### config.mk
export PLATFORM = sky130hd
export DESIGN_NAME = crc16_t
export DESIGN_NICKNAME = d
export VERILOG_FILES = /design/src/rtl/usb_pkg.sv /design/src/rtl/crc16_byte.sv /design/src/rtl/crc16_t.sv
export SDC_FILE = /design/constraint.sdc
export NUM_CORES = 1
export LEC_CHECK = 0
export CAP_MARGIN = 20
export CORE_MARGIN = 3
export CORE_UTILIZATION = 50
export DETAILED_ROUTE_END_ITERATION = 10
export PLACE_DENSITY = 0.92
export SLEW_MARGIN = 0
export SYNTH_ARGS = -nofsm -noshare
export SYNTH_HDL_FRONTEND = slang
export SYNTH_SLANG_ARGS = --single-unit
export TNS_END_PERCENT = 50
### constraint.sdc
create_clock -name clk -period 3.5 [get_ports clk]
set_input_delay 0.875 -clock clk [delete_from_list [all_inputs] [get_ports clk]]
set_output_delay 0.875 -clock clk [all_outputs]
set_load 0.02 [all_outputs]
### src/rtl/usb_pkg.sv
// Shared USB link-layer definitions: CRC16 constants and the TX CRC appender state encoding.
package usb_pkg;

  typedef enum logic [1:0] {
    CRC16_ST_IDLE = 2'd0,
    CRC16_ST_DATA = 2'd1,
    CRC16_ST_LO   = 2'd2,
    CRC16_ST_HI   = 2'd3
  } crc16_state_t;

  localparam logic [15:0] CRC16_INIT      = 16'hFFFF;
  localparam logic [15:0] CRC16_POLY_REFL = 16'hA001;
  // Register value after a good packet including its CRC; checked by the RX side.
  localparam logic [15:0] CRC16_RESIDUAL  = 16'hB001;

endpackage

### src/rtl/crc16_byte.sv
// One-byte step of the USB CRC16 (reflected 0xA001, LSB first); purely combinational.
module crc16_byte
  import usb_pkg::*;
(
  input  logic [15:0] crc_in,
  input  logic [7:0]  data,
  output logic [15:0] crc_out
);

  logic [15:0] c;

  always_comb begin
    c = crc_in ^ {8'h00, data};
    for (int i = 0; i < 8; i++) begin
      c = c[0] ? ((c >> 1) ^ CRC16_POLY_REFL) : (c >> 1);
    end
    crc_out = c;
  end

endmodule

### src/rtl/crc16_t.sv
// TX data-packet CRC16 appender: passes PID/payload through with zero latency and
// appends the two complemented CRC bytes (low first), moving EOP onto the last one.
module crc16_t
  import usb_pkg::*;
(
  input  logic       clk,
  input  logic       rst_n,
  input  logic       tx_ld_sop,
  input  logic       tx_ld_eop,
  input  logic       tx_ld_valid,
  output logic       tx_ld_ready,
  input  logic [7:0] tx_ld_data,
  input  logic       tx_ld_cancle,
  output logic       tx_lt_sop,
  output logic       tx_lt_eop,
  output logic       tx_lt_valid,
  input  logic       tx_lt_ready,
  output logic [7:0] tx_lt_data,
  output logic       tx_lt_cancle
);

  // Handshake: a beat moves on a side only in a cycle where valid && ready on that
  // side; a source holds valid and data (and sop/eop) stable until it is accepted.

  crc16_state_t state, state_next;
  logic [15:0]  crc, crc_next, crc_step;

  crc16_byte u_crc16_byte (
    .crc_in  (crc),
    .data    (tx_ld_data),
    .crc_out (crc_step)
  );

  always_ff @(posedge clk or negedge rst_n) begin
    if (!rst_n) begin
      state <= CRC16_ST_IDLE;
      crc   <= CRC16_INIT;
    end else begin
      state <= state_next;
      crc   <= crc_next;
    end
  end

  assign tx_lt_cancle = tx_ld_cancle;

  always_comb begin
    state_next  = state;
    crc_next    = crc;
    tx_ld_ready = 1'b0;
    tx_lt_valid = 1'b0;
    tx_lt_sop   = 1'b0;
    tx_lt_eop   = 1'b0;
    tx_lt_data  = tx_ld_data;

    case (state)
      CRC16_ST_IDLE: begin
        // Bytes without sop are swallowed so a stray payload byte cannot wedge the source.
        tx_ld_ready = tx_ld_sop ? tx_lt_ready : 1'b1;
        tx_lt_valid = tx_ld_valid && tx_ld_sop;
        tx_lt_sop   = 1'b1;
        if (tx_ld_valid && tx_ld_sop && tx_lt_ready) begin
          crc_next   = CRC16_INIT;
          state_next = tx_ld_eop ? CRC16_ST_LO : CRC16_ST_DATA;
        end
      end
      CRC16_ST_DATA: begin
        tx_ld_ready = tx_lt_ready;
        tx_lt_valid = tx_ld_valid;
        tx_lt_sop   = tx_ld_sop;
        if (tx_ld_valid && tx_lt_ready) begin
          // A fresh sop restarts the packet: it is a PID, not payload.
          crc_next = tx_ld_sop ? CRC16_INIT : crc_step;
          if (tx_ld_eop) begin
            state_next = CRC16_ST_LO;
          end
        end
      end
      CRC16_ST_LO: begin
        tx_lt_valid = 1'b1;
        tx_lt_data  = ~crc[7:0];
        if (tx_lt_ready) begin
          state_next = CRC16_ST_HI;
        end
      end
      CRC16_ST_HI: begin
        tx_lt_valid = 1'b1;
        tx_lt_eop   = 1'b1;
        tx_lt_data  = ~crc[15:8];
        if (tx_lt_ready) begin
          state_next = CRC16_ST_IDLE;
        end
      end
      default: begin
        state_next = CRC16_ST_IDLE;
      end
    endcase

    if (tx_ld_cancle) begin
      state_next = CRC16_ST_IDLE;
      crc_next   = CRC16_INIT;
    end
  end

endmodule

==> impl_results.md <==
* Max Freq at 300 MHz
* WP data required at 2.62 ns
* Met3 Use GR at 3.81%
* Dominant synthesized flop cell: dfstp_2
* Setup Viol. Count Final at 0
* Drt pass-1 iters at 4
* Post-DP HPWL at 1960 um
* Placed Cells at 159
* Aggregate global-route resource usage at 22.2%
* Crit Path Category: in2out
* Status: finished, final reports clean
* Ant. Diodes at 0
* Setup ws final at 0.170 ns
* Final Hold Fails at 0
* Min-Delay Path Class: reg2reg
* Max_cap viols at 0
* Clock tree buffer depth at 2
* CP Capture Type: primary output
* Initial Utilization at 56.1%
* Post-DR wirelength/cell at 16.3 um
* Nets at 156
* Setup Buffers After CTS at 0
* Post-CTS sizing at 0
* Most frequent cells in the layout: clkdlybuf4s50_1 (27), dfstp_2 (16), xnor2_1 (14), o22a_1 (12), nand2_1 (10)
* Grt peak-use layer: met2
* Total Wirelength at 2660 um
* Drt drc at 0
* Least-Margin Pin Slew at 0.797 ns
* Worst vdd ir at 428 uV
* Clock Skews at 0.00511 ns
* Cell count after synthesis at 109
* Layout cells sized above 1 at 20.6%
* CTS H-tree lvls at 1
* Hold Path Stages at 1
* Detailed-route vias per instance at 6.03
* Crit path arrival time at 2.46 ns
* RSZ-0062 raised after global routing: false
* Vias in the first global route at 972
* Share of the synthesized area in the top cell type at 35.6%
* Area growth syn-to-layout at 27.6%
* Max Slew Vio Count at 0
* CTS Sinks at 18
* Rows at 16
* RD Place Congestion at 0.737
* Initial antenna violation count at 0
* Clk root buf: clkbuf_4
* Syn_area_per_cell at 10.8 um^2
* EDFF count, synth at 0
* Largest net degree at the start of global routing at 19
* Port Buf Inserts at 27
* CTS Buf Count at 3
* Worst slew margin at 46.7%
* Final Non-Filler Cells at 163
* Pwr Density at 548 nW/um^2
* Distinct cell type count after synthesis at 30
* Max Fanout on Critical Path at 6
* Chip width at 54.6 um
* Later-pin clock latency in the skew report at 0.30 ns
* Startpoint types: input pin
* Commonest non-fill, non-tap cell in the layout: clkdlybuf4s50_1
* Hold_ws at 0.521 ns
* First-pass GRT wire length at 4670 um
* Total Neg Setup Slack at 0 ns
* Core area at 2100 um^2
* Leakage at 0.561 nW
* CTS tree: done
* Tcrit/Tclk final at 95.1%
* Initial DRC count at 22
* Final global-route overflow total at 0
* Overall power at 825 uW
* Mapped Nets at 128
* Die footprint at 2980 um^2
* Io pins at 28
* Number of fill cells in the layout at 163
* Hold_buf cts at 0
* Warnings, synthesis at 0
* Asr flop ratio synth at 100%
* Post-synth design cell area at 1180 um^2
* GR Util met1 at 30.3%
* Grt met2 use at 34.7%
* Worst Reg-to-Reg Cells at 5
* Top cells by area, synth: dfstp_2 (36%), xnor2_1 (10%), o22a_1 (8.9%), o221ai_1 (5.9%), dfrtp_1 (4.2%)
* Die span in y at 54.6 um
* Clock transition at the registers of the reported paths at 0.10 ns
* Seq/Total Area, Yosys at 39.9%
* Minimum clock period at 3.33 ns
* Vias at 983
* Post-route antenna net violation count at 0
* Seq cells post-synth at 18
* Pre-CTS WS at 0.168 ns
* Cell taking the most area after synthesis: dfstp_2
layout make-up:
cell class                      instances  area, um^2  share of cell area [%]
Tap cell                               27        33.8                    2.24
Multi-Input combinational cell         81         668                    44.4
Sequential cell                        18         470                    31.3
Clock buffer                            4        36.3                    2.41
Inverter                                5        18.8                    1.25
Timing Repair Buffer                   28         278                    18.5
critical path: stages:
cell             delay, ns
clkdlybuf4s50_1       0.49
a2111oi_0             0.44
a21oi_1               0.08
clkdlybuf4s50_1       0.57
cell usage after synthesis, types with 2 or more instances:
| cell | instances |
|---|---|
| dfstp_2 | 16 |
| xnor2_1 | 14 |
| o22a_1 | 12 |
| nand2_1 | 10 |
| o221ai_1 | 8 |
| inv_1 | 5 |
| xor2_1 | 5 |
| a21oi_1 | 4 |
| ha_1 | 4 |
| clkbuf_1 | 3 |
| nand3_1 | 3 |
| nor2_1 | 3 |
| o22a_2 | 3 |
| a211oi_1 | 2 |
| dfrtp_1 | 2 |
metrics by stage:
step	cell area, um^2	utilization, %
2_1_floorplan	1180	-
3_3_place_gp	1470	69.9
3_5_place_dp	1470	69.9
4_1_cts	1510	71.6
5_1_grt	1510	71.6
6_report	1510	71.6
cell families (layout without fill, tap and decap cells):
logic type	Yosys count	count (layout)	synth area share, %
AO/OA/AOI/OAI	36	36	25.3
XOR/XNOR	22	22	19.4
flip-flops	18	18	39.9
AND/OR/NAND/NOR	18	18	6.68
buffers and inverters	10	37	3.50
adder cells (fa/ha/maj)	4	4	4.24
multiplexers	1	1	0.954
power by group:
| part | internal, mW | leakage (nW) | switching [mW] | total, mW |
|---|---|---|---|---|
| combinational | 0.215 | 0.345 | 0.251 | 0.466 |
| clock | 0.0635 | 0.0210 | 0.0644 | 0.128 |
| sequential | 0.221 | 0.195 | 0.0108 | 0.231 |
state kept, by name, summed over array words and instances, names as in the netlist:
name and cells:
crc 16, state 2
final timing paths:
path	start	endpoint	slack, ns
setup / recovery	tx_ld_valid	tx_lt_valid	0.17
hold / removal	crc[12]	crc[4]	0.52
setup reg to reg	state[0]	crc[11]	1.22
hold reg to reg	crc[12]	crc[4]	0.52
max in group asynchronous	rst_n	state[0]	1.97
min in group asynchronous	rst_n	state[1]	1.04
per-layer routing:
| layer | up-vias | share of wire (%) | routed length (um) |
|---|---|---|---|
| li1 | 462 | - | - |
| met1 | 487 | 46 | 1230 |
| met2 | 27 | 48 | 1280 |
| met3 | 7 | 4.1 | 108 |
| met4 | 0 | 1.7 | 45 |
| met5 | - | 0 | 0 |
No activity file was read; power rests on OpenSTA's default activity.
